File: config.mk
export PLATFORM = sky130hd
export DESIGN_NAME = mem_access_ctrl
export DESIGN_NICKNAME = d
export VERILOG_FILES = /design/src/rtl/mem_stage_pkg.sv /design/src/rtl/mem_fwd_unit.sv /design/src/rtl/mem_access_ctrl.sv
export SDC_FILE = /design/constraint.sdc
export NUM_CORES = 1
export LEC_CHECK = 0
export ABC_AREA = 0
export CAP_MARGIN = 10
export CORE_MARGIN = 1.5
export CORE_UTILIZATION = 39
export CTS_CLUSTER_SIZE = 12
export DETAILED_ROUTE_END_ITERATION = 10
export GPL_TIMING_DRIVEN = 1
export PLACE_DENSITY = 0.85
export SYNTH_ARGS = -nofsm -noshare
export SYNTH_HDL_FRONTEND = slang
export SYNTH_SLANG_ARGS = --single-unit
export TNS_END_PERCENT = 100
File: constraint.sdc
create_clock -name clk -period 2 [get_ports clk]
set_input_delay 0.2 -clock clk [delete_from_list [all_inputs] [get_ports clk]]
set_output_delay 0.2 -clock clk [all_outputs]
set_load 0.05 [all_outputs]
File: src/rtl/mem_stage_pkg.sv
`default_nettype none
// ============================================================================
//  mem_stage_pkg
//  Shared widths, FSM state type and constants for the MEM pipeline stage.
//  Revision: 1.0
// ============================================================================
package mem_stage_pkg;

  localparam int DATA_W = 16;
  localparam int REG_W  = 4;

  localparam logic [3:0] R0 = 4'h0;

  typedef enum logic [1:0] {
    IDLE = 2'd0,
    BUSY = 2'd1,
    DONE = 2'd2
  } mem_state_t;

endpackage : mem_stage_pkg
`default_nettype wire

File: src/rtl/mem_fwd_unit.sv
`default_nettype none
// ============================================================================
//  mem_fwd_unit
//  WB-to-MEM store-data forwarding: register compare plus store-data mux.
//  Revision: 1.0
// ============================================================================
module mem_fwd_unit
#(
  parameter int DATA_W = mem_stage_pkg::DATA_W,
  parameter int REG_W  = mem_stage_pkg::REG_W
) (
  input  logic              wb_regwrite,
  input  logic [REG_W-1:0]  wb_dst_reg,
  input  logic [DATA_W-1:0] wb_write_data,
  input  logic [REG_W-1:0]  mem_rt,
  input  logic [DATA_W-1:0] mem_read_data2,
  output logic [DATA_W-1:0] store_data
);
  import mem_stage_pkg::*;

  logic w_hit;

  // R0 is hardwired to zero, so a write-back to it must never be forwarded
  assign w_hit = wb_regwrite && (wb_dst_reg == mem_rt) && (wb_dst_reg != REG_W'(R0));

  assign store_data = w_hit ? wb_write_data : mem_read_data2;

endmodule : mem_fwd_unit
`default_nettype wire

File: src/rtl/mem_access_ctrl.sv
`default_nettype none
// ============================================================================
//  mem_access_ctrl
//  MEM-stage req/ready data-memory controller with pipeline stall generation.
//  Optional WB-to-MEM store forwarding enabled by defining MEM_FWD_EN.
//  Revision: 1.0
// ============================================================================
module mem_access_ctrl
#(
  parameter int DATA_W = mem_stage_pkg::DATA_W,
  parameter int REG_W  = mem_stage_pkg::REG_W
) (
  input  logic              clk,
  input  logic              rst_n,
  input  logic              mem_memwrite,
  input  logic              mem_memread,
  input  logic [DATA_W-1:0] mem_alu_val,
  input  logic [DATA_W-1:0] mem_read_data2,
  input  logic [REG_W-1:0]  mem_rt,
  input  logic              wb_regwrite,
  input  logic [REG_W-1:0]  wb_dst_reg,
  input  logic [DATA_W-1:0] wb_write_data,
  output logic              dmem_req,
  output logic              dmem_we,
  output logic [DATA_W-1:0] dmem_addr,
  output logic [DATA_W-1:0] dmem_wdata,
  input  logic              dmem_ready,
  input  logic [DATA_W-1:0] dmem_rdata,
  output logic              mem_stall,
  output logic              mem_done,
  output logic [DATA_W-1:0] mem_rdata
);
  import mem_stage_pkg::*;

  mem_state_t        state_q, state_d;
  logic              req_q, we_q;
  logic [DATA_W-1:0] addr_q, wdata_q, rdata_q;

  logic              w_pending;
  logic [DATA_W-1:0] w_store_data;

  assign w_pending = mem_memread | mem_memwrite;

`ifdef MEM_FWD_EN
  mem_fwd_unit #(
    .DATA_W (DATA_W),
    .REG_W  (REG_W)
  ) u_fwd (
    .wb_regwrite    (wb_regwrite),
    .wb_dst_reg     (wb_dst_reg),
    .wb_write_data  (wb_write_data),
    .mem_rt         (mem_rt),
    .mem_read_data2 (mem_read_data2),
    .store_data     (w_store_data)
  );
`else
  logic w_unused_fwd;
  assign w_unused_fwd = ^{wb_regwrite, wb_dst_reg, wb_write_data, mem_rt};
  assign w_store_data = mem_read_data2;
`endif

  always_comb begin
    state_d   = state_q;
    mem_stall = 1'b0;
    mem_done  = 1'b0;
    case (state_q)
      IDLE: begin
        if (w_pending) begin
          mem_stall = 1'b1;
          state_d   = BUSY;
        end
      end
      BUSY: begin
        mem_stall = 1'b1;
        if (dmem_ready) state_d = DONE;
      end
      // DONE always returns to IDLE so the next access cannot issue on this edge
      DONE: begin
        mem_done = 1'b1;
        state_d  = IDLE;
      end
      default: state_d = IDLE;
    endcase
  end

  always_ff @(posedge clk) begin
    if (!rst_n) begin
      state_q <= IDLE;
      req_q   <= 1'b0;
      we_q    <= 1'b0;
      addr_q  <= '0;
      wdata_q <= '0;
      rdata_q <= '0;
    end else begin
      state_q <= state_d;
      if (state_q == IDLE && w_pending) begin
        req_q   <= 1'b1;
        we_q    <= mem_memwrite;
        addr_q  <= mem_alu_val;
        wdata_q <= w_store_data;
      end else if (state_q == BUSY && dmem_ready) begin
        req_q <= 1'b0;
        if (!we_q) rdata_q <= dmem_rdata;
      end
    end
  end

  assign dmem_req   = req_q;
  assign dmem_we    = we_q;
  assign dmem_addr  = addr_q;
  assign dmem_wdata = wdata_q;
  assign mem_rdata  = rdata_q;

endmodule : mem_access_ctrl
`default_nettype wire
; ---- Yosys cells after proc, flatten, opt, wreduce, memory -nomap -nowiden
; Index checks and enable logic that the tools add are counted.
[word_totals]
register_bits = 52
latch_bits = 0
ramBits = 0
mem_bits_ro = 0
output_inout_bits = 52
word_cells = 27
mem_count = 0
[op_classes]
addsub = 0
n_mul = 0
div_mod_pow = 0
n_lt_le_gt_ge = 0
eq_ne = 4
n_shift = 0
mux = 8
bitwise = 3
n_reduce_logical = 6
[ops]
columns = op, n
row1 = $mux 1, 4
row2 = $mux 2, 2
row3 = $ne 2x2->1 const B, 2
row4 = $pmux 2 s2, 1
row5 = $reduce_and 3->1, 1
row6 = $eq 2x1->1 const B, 1
row7 = $eq 2x2->1 const B, 1
row8 = $logic_and 1x1->1, 2
row9 = $logic_not 2->1, 1
row10 = $not 1->1, 2
row11 = $pmux 1 s2, 1
row12 = $reduce_and 2->1, 1
row13 = $reduce_bool 2->1, 1
row14 = $or 1x1->1, 1

; ---- Longest topological paths before layout
; Gate-level depths: netlist of run 1.
[logic_depth]
word_depth = 4
mapped_depth = 5
depth_no_buf = 3

; ---- Worst setup path after synthesis of run 1
; OpenSTA, ideal clock, no wires.
[synth_path]
path_type = reg2reg
startpoint = register state_q[0]
endpoint = register state_q[0]
t_arrival_ns = 1.339
required_ns = 1.937
slack_ns = 0.598
path_stages_with_launch = 4
path_buffers = 0
synth_period_minus_slack_ns = 1.402
cell_sequence = dfxtp_1 -> nor3_1 -> nor2_1 -> and3_1
[synth_between]
elab_chain_cells = 3
[synth_rtl]
columns = element, line
row1 = from (decl), mem_access_ctrl.sv:35  ; mem_state_t state_q, state_d;
row2 = from (signal assigned), mem_access_ctrl.sv:95  ; state_q <= state_d;
row3 = $eq 2x1->1 / $logic_not 2->1 (equally long branches), mem_access_ctrl.sv:66  ; case (state_q)
row4 = $ne 2x2->1 (no source line), --
row5 = $reduce_and 2->1 (no source line), --
; Several ways; a longest one is shown, not always the timed one.
; A chain may end at the register's enable or synchronous reset.

; ---- Worst setup path after layout of run 1
[layout_path]
startpoint = register we_q (netlist: dmem_we)
endpoint = output dmem_we
[layout_rtl]
columns = element, line
row1 = from (decl), mem_access_ctrl.sv:36  ; logic req_q, we_q;
row2 = from (signal assigned), mem_access_ctrl.sv:98  ; we_q <= mem_memwrite;
row3 = to (decl), mem_access_ctrl.sv:24  ; output logic dmem_we,
; No word-level cell between the ends.

==> results of run 1 <==
-- metrics by stage --
step | util [%] | std cells
4_1_cts | 62.7 | 393
6_report | 62.7 | 393
5_1_grt | 62.7 | 393
3_3_place_gp | 61.3 | 388
3_5_place_dp | 61.3 | 388
2_1_floorplan | - | 228
-- synth_stat cells --
library cell  count  area share, %
and3_1            1           0.31
buf_1             1           0.19
buf_2             5            1.2
buf_6             1           0.56
buf_8             3            2.2
clkbuf_1          8            1.5
dfxtp_1          52             52
mux2i_1          32             16
nand2_1          82             15
nand3_1          17            4.2
nand4bb_1         1           0.56
nor2_1            2           0.37
nor2b_1           1           0.31
nor3_1            1           0.25
nor3b_1           1           0.37
o21a_1            3            1.1
o21ai_0          17            4.2
-- logic make-up after synthesis --
kind of cell / count (synthesis) / share of synthesized area, %
flops: 52 / 51.5
mux: 32 / 15.9
buf+inv: 18 / 5.70
compound gates: 20 / 5.32
simple gates: 106 / 21.6
-- metal layers --
layer	up-vias	share of wire (%)	global-route usage, %
li1	937	-	-
met1	800	42	17.0
met2	54	50	29.4
met3	8	6.8	4.28
met4	0	1.3	5.86
met5	-	0	0
-- final cells by class --
type / instances / area [um2] / share of cell area (%)
Clock buffer: 5 / 68.8 / 2.18
Multi-Input combinational cell: 158 / 866 / 27.4
Sequential cell: 52 / 1040 / 32.9
Tap cell: 70 / 87.6 / 2.77
Timing Repair Buffer: 108 / 1100 / 34.7
-- power by group through the flow --
stage	Clock, uW	Combinational [uW]	Sequential (uW)
detailed placement	0	747	1180
finish	528	742	1150
global placement	0	738	1170
floorplan	0	207	1440
global route	588	786	1160
CTS	555	750	1150
-- worst paths after layout --
kind / startpoint / end / slack (ns) / depth (start not counted)
setup / recovery: dmem_we / dmem_we / 0.32 / 1
hold reg to reg: dmem_wdata[11] / dmem_wdata[11] / 0.46 / 2
hold / removal: rst_n / dmem_req / 0.43 / 3
setup reg to reg: state_q[1] / dmem_wdata[0] / 0.78 / 4
-- flip-flops by register name, indices dropped and copies added (netlist names) --
register    count
state_q         2
dmem_we         1
dmem_req        1
mem_rdata      16
dmem_wdata     16
dmem_addr      16
==> metrics, run 1 <==
CP Cell Sequence=clkdlybuf4s50_1; final wirelength=4540 um; Clock power frac=21.8%; max_slew headroom=between 60% and 70%; Hold Fails Final Rpt=0; CP required=1.80 ns; Clock transition at path regs=0.08 ns; Yosys reg bits=52; layout cells sized above 1=4.02%; Final Skew=0.00271 ns; register area share after synthesis=51.5%; mapped cell area=2020 um2; post-route ant nets=0; Area after DPL=3090 um2; GR Util All Layers=between 10% and 20%; Crit-path slowest cell=clkdlybuf4s50_1; final worst-path cycle share=84.2%; Starting Density=40.1%; cts bufs inserted=5; vias in the first global route=1625; Arrival @ worst endpoint=1.48 ns; final setup fails=0; Finished Cell Area=3160 um2; combinational group share of total power=30.6%; synth unique cells=17; DR DRC count=0; P_sw=just under 800 uW; largest net degree at the start of global routing=between 100 and 150; die area=roughly 5600 um2; Final Worst Setup Slack=0.316 ns; synthesized area per cell=slightly below 9 um2; Setup TNS=0 ns; minimum clock period=1.68 ns; Maximum Capacitance Violations=0; IO Pins=130; first-pass GRT wire length=~6900 um; Placer Congestion=between 0.7 and 0.8; CTS sink cnt=52; RSZ-0062 raised after global routing=no; CTS tree=done; root buffer selected by CTS=clkbuf_8; die width=roughly 75 um; most frequent cells in the layout=101 x clkdlybuf4s50_1, 82 x nand2_1, 52 x dfxtp_1; Pwr per Cell Area=roughly 770 nW/um2; drt first-iter violations=46; maximum fanout along the worst path=3; post-detail-place hpwl=3250 um; wire length per cell=11.6 um; clock latency on the worst-skew pair=0.29 ns; number of buffers and inverters on the critical path=1; number of synthesis warnings=0; core area=5040 um2; Worst Hold Class=in -> reg; Critical Path Start Type=flop; Slew Limit Fails=0; routed vias/inst=around 4.6; Mapped Cells=228; Fill cells=between 400 and 500; dpl ws=0.565 ns; antenna violations before repair=0; Leakage=0.00127 uW; cell family with most CP delay=buffers and inverters; Switching Share=32.1%; Setup Crit Path Kind=reg -> out; Slew @ Worst Pin=about 0.54 ns; layout overhead on the synthesized area=56.5%; status=finished clean; CP Capture Type=output pin; total global routing overflow=0; total power=~2400 uW; Internal Power=1650 uW; # resized after CTS=0; Vias=1799; worst-case vdd ir drop=0.467 mV; # hold bufs at CTS=0; die height=75.0 um; most common cell after layout, fill and taps aside=clkdlybuf4s50_1; IO buf count=104; hold slack=0.430 ns; drt pass-1 iters=4; H-Tree Depth=2; fmax=between 500 and 600 MHz; nets@finish=403; setup bufs post-CTS=0; Worst path max stage delay=0.83 ns; Sequential Power Share=47.6%; antenna cell count=0; Syn Nets=slightly above 300; row count=26; Max clock buf depth=2
(Power assumes the default switching activity.)
==> run 2, diff against run 1 <==
- CORE_UTILIZATION: 39 -> 36
- PLACE_DENSITY: 0.85 -> 0.8
- clock period: 2 -> 1.6 ns (I/O delays scaled with it)
==> run 2 against run 1 <==
Net effect:
- routed wire length decreased by 1.6%
- register-to-register slack worse by 0.37 ns
- setup slack got worse by 0.066 ns
- total power up 46%
- clock skew rose by 0.0059 ns
- non-clock buffer count rose by 1
- die area up 8.0%
- critical endpoint is now mem_stall
==> metrics, run 2 (synthesized netlist as in run 1, its figures left out) <==
drt pass-1 iters=4 (unchanged); CTS tree=done; Leakage=0.00141 uW (+12%); routed vias/inst=4.44 (-3.1%); # resized after CTS=0 (unchanged); IO Pins=130 (unchanged); final core utilization=57.8% (-4.9 points); Pwr per Cell Area=1120 nW/um2 (+46%); Worst path max stage delay=0.42 ns (-0.41 ns); Fill cells=488 (+11%); cts bufs inserted=5 (unchanged); most common cell after layout, fill and taps aside=nand2_1; Clock power frac=33.9% (+12 points); Starting Density=36.9% (-3.2 points); total global routing overflow=0 (unchanged); Switching Share=28.6% (-3.4 points); largest net degree at the start of global routing=102 (unchanged); hold depth=3 (unchanged); CP required=1.44 ns (-0.36 ns); R2R setup slack=0.41 ns (-0.37 ns); cell family with most CP delay=flip-flops; final wirelength=4470 um (-1.6%); die area=6070 um2 (+8.0%); RSZ-0062 raised after global routing=no; Critical Path Start Type=flop; total power=3550 uW (+46%); post-route ant nets=0 (unchanged); layout cells sized above 1=20.5% (+16 points); Placer Congestion=0.648 (-8.7%); antenna violations before repair=0 (unchanged); layout overhead on the synthesized area=56.5% (unchanged); die height=77.9 um (+3.9%); Internal Power=2530 uW (+54%); final worst-path cycle share=a little over four fifths; minimum clock period=1.35 ns; Arrival @ worst endpoint=1.19 ns (-0.29 ns); worst-case vdd ir drop=0.631 mV (+35%); Worst Hold Class=in -> reg; most frequent cells in the layout=82 x nand2_1, 52 x dfxtp_1, 52 x buf_4; GR Util All Layers=15.2% (-0.67 points); number of buffers and inverters on the critical path=1 (unchanged); H-Tree Depth=2 (unchanged); Crit-path slowest cell=dfxtp_1; drt first-iter violations=84 (+83%); Vias=1770 (-1.6%); die width=77.9 um (+3.9%); final setup fails=0 (unchanged); core area=5470 um2 (+8.5%); fmax=741 MHz; status=finished clean; Crit. Startpoint=state_q[0]; Setup Crit Path Kind=reg -> out; CP Capture Type=output pin; Final Skew=0.00858 ns (+0.00587 ns); antenna cell count=0 (unchanged); Worst Reg-to-Reg Cells=4 (unchanged); post-detail-place hpwl=3150 um (-3.2%); Max clock buf depth=2 (unchanged); setup bufs post-CTS=0 (unchanged); clock latency on the worst-skew pair=0.30 ns (about the same); Slew @ Worst Pin=0.391 ns (-0.148 ns); combinational group share of total power=25.4% (-5.2 points); root buffer selected by CTS=clkbuf_8; row count=27 (+3.8%); Sequential Power Share=40.7% (-6.9 points); Maximum Capacitance Violations=0 (unchanged); vias in the first global route=1729 (+6.4%); Slew Limit Fails=0 (unchanged); Hold Fails Final Rpt=0 (unchanged); hold path startpoint=rst_n; CTS sink cnt=52 (unchanged); DR DRC count=0 (unchanged); nets@finish=404 (+0.25%); Reg2Reg Launch Point=state_q[1]; non-filler instance count after layout=399 (+1.5%); max_slew headroom=73.9% (+10 points); # hold bufs at CTS=0 (unchanged); Setup TNS=0 ns (unchanged); Hold Path End=dmem_req; Clock transition at path regs=0.09 ns (about the same); Placed Cells=391 (+0.77%); CP Cell Sequence=nor3_1 > nor2_1 > buf_12; IO buf count=104 (unchanged); maximum fanout along the worst path=5 (+2); first-pass GRT wire length=7420 um (+7.4%); wire length per cell=11.2 um (-3.1%); P_sw=1020 uW (+31%); FF-to-FF End=dmem_wdata[0]
## run 2: cell types whose count changed in the layout (fill, tap and decap cells not counted), sizes merged
cell           before  now
bufinv              0    3
buf                 7   58
clkdlybuf4s50     101   51
## run 2: layout make-up
class	count	area (um2)	share of cell area, %
Timing Repair Buffer	109	1010	31.8
Sequential cell	52	1040	32.9
Multi-Input combinational cell	158	866	27.4
Clock buffer	5	68.8	2.18
Clock inverter	3	90.1	2.85
Tap cell	72	90.1	2.85
## run 2: layer usage
metal  global-route usage (%)  part of all wire (%)
met5                        0                     0
met4                     5.71                  0.76
met3                     3.76                   6.6
met2                     27.8                    49
met1                     16.6                    44
## run 2: power groups by stage
stage	combinational (uW)	clock, uW	sequential, uW
6_report	901	1200	1440
5_1_grt	956	1290	1460
4_1_cts	910	1240	1440
3_5_place_dp	909	0	1470
3_3_place_gp	899	0	1470
2_1_floorplan	258	0	1800
## run 2: stage by stage
step / instance area [um2] / setup WS, ns / hold slack (ns)
CTS: 3160 / 0.234 / 0.374
floorplan: 2020 / 0.198 / 0.290
global placement: 3000 / 0.253 / 0.443
detailed placement: 3000 / 0.216 / 0.448
finish: 3160 / 0.250 / 0.364
global route: 3160 / 0.153 / 0.399
## run 2: worst max-delay path by stage
| stage | endpoint | slack, ns | cells past startpoint |
|---|---|---|---|
| floorplan | state_q[0] | 0.20 | 3 |
| global placement | dmem_req | 0.25 | 4 |
| detailed placement | dmem_wdata[11] | 0.22 | 4 |
| CTS | mem_stall | 0.23 | 3 |
| global route | mem_stall | 0.15 | 3 |
| finish | mem_stall | 0.25 | 3 |
## run 2: tightest hold or removal path, delay by kind of cell
kind | cells | cell delay, ns
buffers and inverters | 2 | 0.31
AO/OA/AOI/OAI | 1 | 0.14
==> run 3, diff against run 2 <==
- clock period: 1.6 -> 1.3 ns (I/O delays scaled with it)
==> run 3 against run 2 <==
Net effect:
- total power grew 24%
- die area is the same
- count of clock-buffer cells in the layout up 1
- register-to-register slack worse by 0.32 ns
- largest cell class is now non-clock buffers
==> metrics, run 3 (synthesized netlist as in run 1, its figures left out) <==
status=finished clean; CTS sink cnt=52 (unchanged); antenna violations before repair=0 (unchanged); first-pass GRT wire length=8510 um (+15%); Sequential Area=1040 um2 (+0.24%); cts bufs inserted=5 (unchanged); wire length per cell=12.6 um (+13%); die height=77.9 um (unchanged); final wirelength=5070 um (+13%); post-detail-place hpwl=3700 um (+17%); Placer Congestion=0.654 (+1.0%); total global routing overflow=0 (unchanged); vias in the first global route=1979 (+14%); largest net degree at the start of global routing=102 (unchanged); setup bufs post-CTS=0 (unchanged); post-route ant nets=0 (unchanged); antenna cell count=0 (unchanged); most frequent cells in the layout=82 x nand2_1, 56 x buf_12, 51 x clkdlybuf4s50_1; Worst Hold Class=in -> reg; CP required=1.17 ns (-0.27 ns); Multi-input gate area=881 um2 (+1.7%); drt pass-1 iters=4 (unchanged); DR DRC count=0 (unchanged); Worst path max stage delay=0.42 ns (about the same); row count=27 (unchanged); Critical Path Start Type=input pin; minimum clock period=roughly 1.2 ns; Final Skew=0.00915 ns (+0.000566 ns); layout overhead on the synthesized area=87.8%; Area after DPL=3660 um2 (+22%); CP Capture Type=output pin; Max clock buf depth=2 (unchanged); routed vias/inst=4.68 (+5.6%); die width=77.9 um (unchanged); Leakage=0.00157 uW (+11%); die area=6070 um2 (unchanged); most common cell after layout, fill and taps aside=nand2_1; Crit-path slowest cell=clkdlybuf4s50_1; nets@finish=406 (+0.50%); Slew Limit Fails=0 (unchanged); core area=5470 um2 (unchanged); non-filler instance count after layout=401 (+0.50%); max_slew headroom=74.1% (+0.11 points); final setup fails=0 (unchanged); root buffer selected by CTS=clkbuf_8; maximum fanout along the worst path=2 (-3); IO buf count=104 (unchanged); Placed Cells=393 (+0.51%); Setup Crit Path Kind=in -> out; Pwr per Cell Area=1160 nW/um2 (+3.6%); Starting Density=36.9% (unchanged); Maximum Capacitance Violations=0 (unchanged); Finished Cell Area=3790 um2 (+20%); Hold Fails Final Rpt=0 (unchanged); layout cells sized above 1=22.5% (+2.0 points); clock latency on the worst-skew pair=0.30 ns (about the same); H-Tree Depth=2 (unchanged); Arrival @ worst endpoint=1.12 ns (-0.07 ns); Clock transition at path regs=0.09 ns (about the same); Fill cells=415 (-15%); fmax=between 800 and 900 MHz; drt first-iter violations=84 (unchanged); Vias=1878 (+6.1%); IO Pins=130 (unchanged); final worst-path cycle share=a little over nine tenths; CTS tree=done; Slew @ Worst Pin=0.389 ns (-0.00159 ns); CP Cell Sequence=clkdlybuf4s50_1 > buf_4 > nor3_2 > nor2_2 > buf_12; GR Util All Layers=17.4% (+2.2 points); worst-case vdd ir drop=0.674 mV (+6.9%)
run 3: cell count changes in the layout (fill, tap and decap cells not counted), moves of 2 or more:
cell	change
dfxtp_1	-2
buf_4	-49
buf_12	+51
dfxtp_2	+2
bufinv_16	-2
run 3: repair_timing:
item | in CTS | in global routing
endpoints found under the setup margin | 1 | 3
hold buffers | 0 | 0
gates resized for setup | 1 | 3
run 3: through the flow:
step	worst slack [ns]	utilization, %	TNS, ns	hold WS [ns]	power (uW)
detailed placement	-0.0551	66.9	-0.736	0.488	3300
global placement	-0.00588	66.9	-0.0364	0.477	3270
global route	-0.00229	69.3	-0.00229	0.372	4590
floorplan	0.0531	-	0	0.260	2530
finish	0.0528	69.3	0	0.363	4410
CTS	0.0112	69.1	0	0.349	4470
run 3: final cells by class:
class	instances	area share (%)
Multi-Input combinational cell	158	23.2
Tap cell	72	2.37
Sequential cell	52	27.5
Clock buffer	6	2.18
Timing Repair Buffer	111	43.7
Clock inverter	2	1.02
run 3: path summary, 6_finish.rpt:
| check | from | to | slack (ns) | cells after the start |
|---|---|---|---|---|
| worst max register to register | state_q[0] | dmem_addr[8] | 0.09 | 4 |
| worst max-delay path | mem_memwrite | mem_stall | 0.05 | 5 |
| worst min-delay path | rst_n | dmem_req | 0.36 | 3 |
| worst min register to register | dmem_addr[0] | dmem_addr[0] | 0.50 | 2 |
run 3: power breakdown:
| group | internal, uW | switching [uW] |
|---|---|---|
| logic | 732 | 685 |
| registers | 1720 | 127 |
| clock network | 630 | 521 |
| total | 3080 | 1330 |
run 3: per-layer routing:
metal	wire (um)	vias to the layer above	share of wire [%]	global-route usage (%)
li1	-	948	-	-
met1	2010	864	40	18.3
met2	2670	61	53	32.5
met3	355	5	7.0	5.65
met4	38	0	0.75	5.00
met5	0	-	0	0
run 3: worst max-delay path, delay by kind of cell:
family / cells / cell delay, ns
buffers and inverters: 3 / 0.72
AND/OR/NAND/NOR: 2 / 0.26
==> edit, RTL diff (config.mk and constraints of run 1) <==
Re-encode `mem_state_t` (3 states) as one-hot, 3 bits wide.
--- a/src/rtl/mem_stage_pkg.sv
+++ b/src/rtl/mem_stage_pkg.sv
@@ -13,6 +13,6 @@
 
-  typedef enum logic [1:0] {
-    IDLE = 2'd0,
-    BUSY = 2'd1,
-    DONE = 2'd2
+  typedef enum logic [2:0] {
+    IDLE = 3'b001,
+    BUSY = 3'b010,
+    DONE = 3'b100
   } mem_state_t;
Formal check against the unedited RTL: no difference found for any inputs over 10 cycles, from zero or initial values and one cycle with rst_n low; not proved beyond that.
==> edit against run 1 <==
  * Sequential cell count grew 1
  * Cell count grew 2.5%
  * Core utilization grew 1.4 points
  * Power up 11%
  * Area after synthesis up 4.4%
  * Non-clock buffer count rose by 1
  * Worst setup slack got worse by 0.039 ns
  * Highest routed layer unchanged
  * Routed wire length rose by 4.8%
  * Cell area up 4.8%
==> edit: results (changes against run 1) <==
The maximum ir drop on the vdd rail is 0.409 mV (was 0.467 mV), and the total of plain and repair buffers excluding clock buffers is 109 (was 108). The wire length per cell after detailed routing was 11.8 um (was 11.6 um); the non-clock buffer share of cell area was 0.330 (was 0.347). The logs give 311 (was 306) for the synthesized netlist net count and 354 um (was 309 um) for the amount of wire on met3 after detailed routing.

The maximum clock skew at final layout was 0.00528 ns (was 0.00271 ns); the portion of netlist area occupied by mux cells was 0.233 (was 0.159). Arrival time reported for the critical path endpoint: 1.52 ns (was 1.48 ns). The highest routed metal layer is met4 (unchanged). Top post-synthesis cells by area: sky130_fd_sc_hd__dfxtp_1, sky130_fd_sc_hd__mux2i_1, sky130_fd_sc_hd__nand2_1 (unchanged). Total cell area at the placement stage: 3210 um2 (was 3090 um2). The flow ran to the end, and the final reports show no timing, DRC or antenna violations. The register bit count reported by yosys was 53 (was 52). The multi-input combinational area share was 0.290 (was 0.274). The total number of multi-input combinational cells is 162 (was 158). Via-per-instance ratio: 4.59 (was 4.58). Met1 wire length: 1.97 mm (was 1.91 mm). The overall global routing resource usage is 0.169 (was 0.158), and the wire length on met2 is 2.39 mm (was 2.26 mm). The synthesized instance count is 233 (was 228). Top cells by count, synth: sky130_fd_sc_hd__nand2_1, sky130_fd_sc_hd__dfxtp_1, sky130_fd_sc_hd__mux2i_1 (unchanged). For the number of global-route vias before repair, the log shows 1765 (was 1625). The leakage power is 0.00135 uW (was 0.00127 uW).

The routability congestion estimate from global placement is 0.705 (was 0.709), and the final-stage net count is 411 (was 403). The number of DRC markers in iteration 0 was 51 (was 46); the proportion of layout cells with a drive suffix above 1 was 0.0541 (was 0.0402). The source of the critical timing path was dmem_we (unchanged). Vias after detailed routing: 1849 (was 1799). The tools report the placed wire-length estimate as 3.56 mm (was 3.25 mm). The share of the synthesized area in compound gates (AO/OA/AOI/OAI) works out to 0.00949 (was 0.0533).

The area added between synthesis and finish was 57.1% (was 56.5%). The share of final layout cell area taken by clock buffers and inverters is 0.0313 (was 0.0218), and the minimum setup slack after placement is 0.228 ns (was 0.565 ns). The run gives 18 (was 17) as the distinct cell type count after synthesis. For the global-route wire length before repair, the log shows 8.02 mm (was 6.91 mm).

The number of instances in the placed design was 396 (was 388); the count of inverters not on the clock network in the layout was 2 (was 0). The post-synthesis sequential area ratio was 0.503 (was 0.515).
edit: changes by cell type after synthesis, moves of 15 or more:
cell and delta:
sky130_fd_sc_hd__mux2i_1 +17, sky130_fd_sc_hd__nand3_1 -17, sky130_fd_sc_hd__nand2_1 +17, sky130_fd_sc_hd__o21ai_0 -15
edit: logic make-up after synthesis:
family	count (synthesis)
simple gates	109
compound gates	4
buf+inv	18
mux	49
flops	53
edit: final timing paths:
check / to / slack, ns / cells after the start
max: dmem_we / 0.28 / 1
min: state_q[0] / 0.29 / 2
max reg2reg: dmem_wdata[11] / 0.47 / 4
min reg2reg: dmem_wdata[5] / 0.46 / 2
edit: where the power goes:
| group | leakage (uW) | internal [uW] | switching [uW] |
|---|---|---|---|
| combinational | 0.000861 | 339 | 479 |
| clock | 0.0000540 | 364 | 323 |
| sequential | 0.000434 | 1140 | 44.2 |
edit: per-layer routing:
metal	up-vias	track usage
met5	-	0
met4	0	0.0389
met3	6	0.0671
met2	57	0.305
met1	842	0.185
li1	944	-
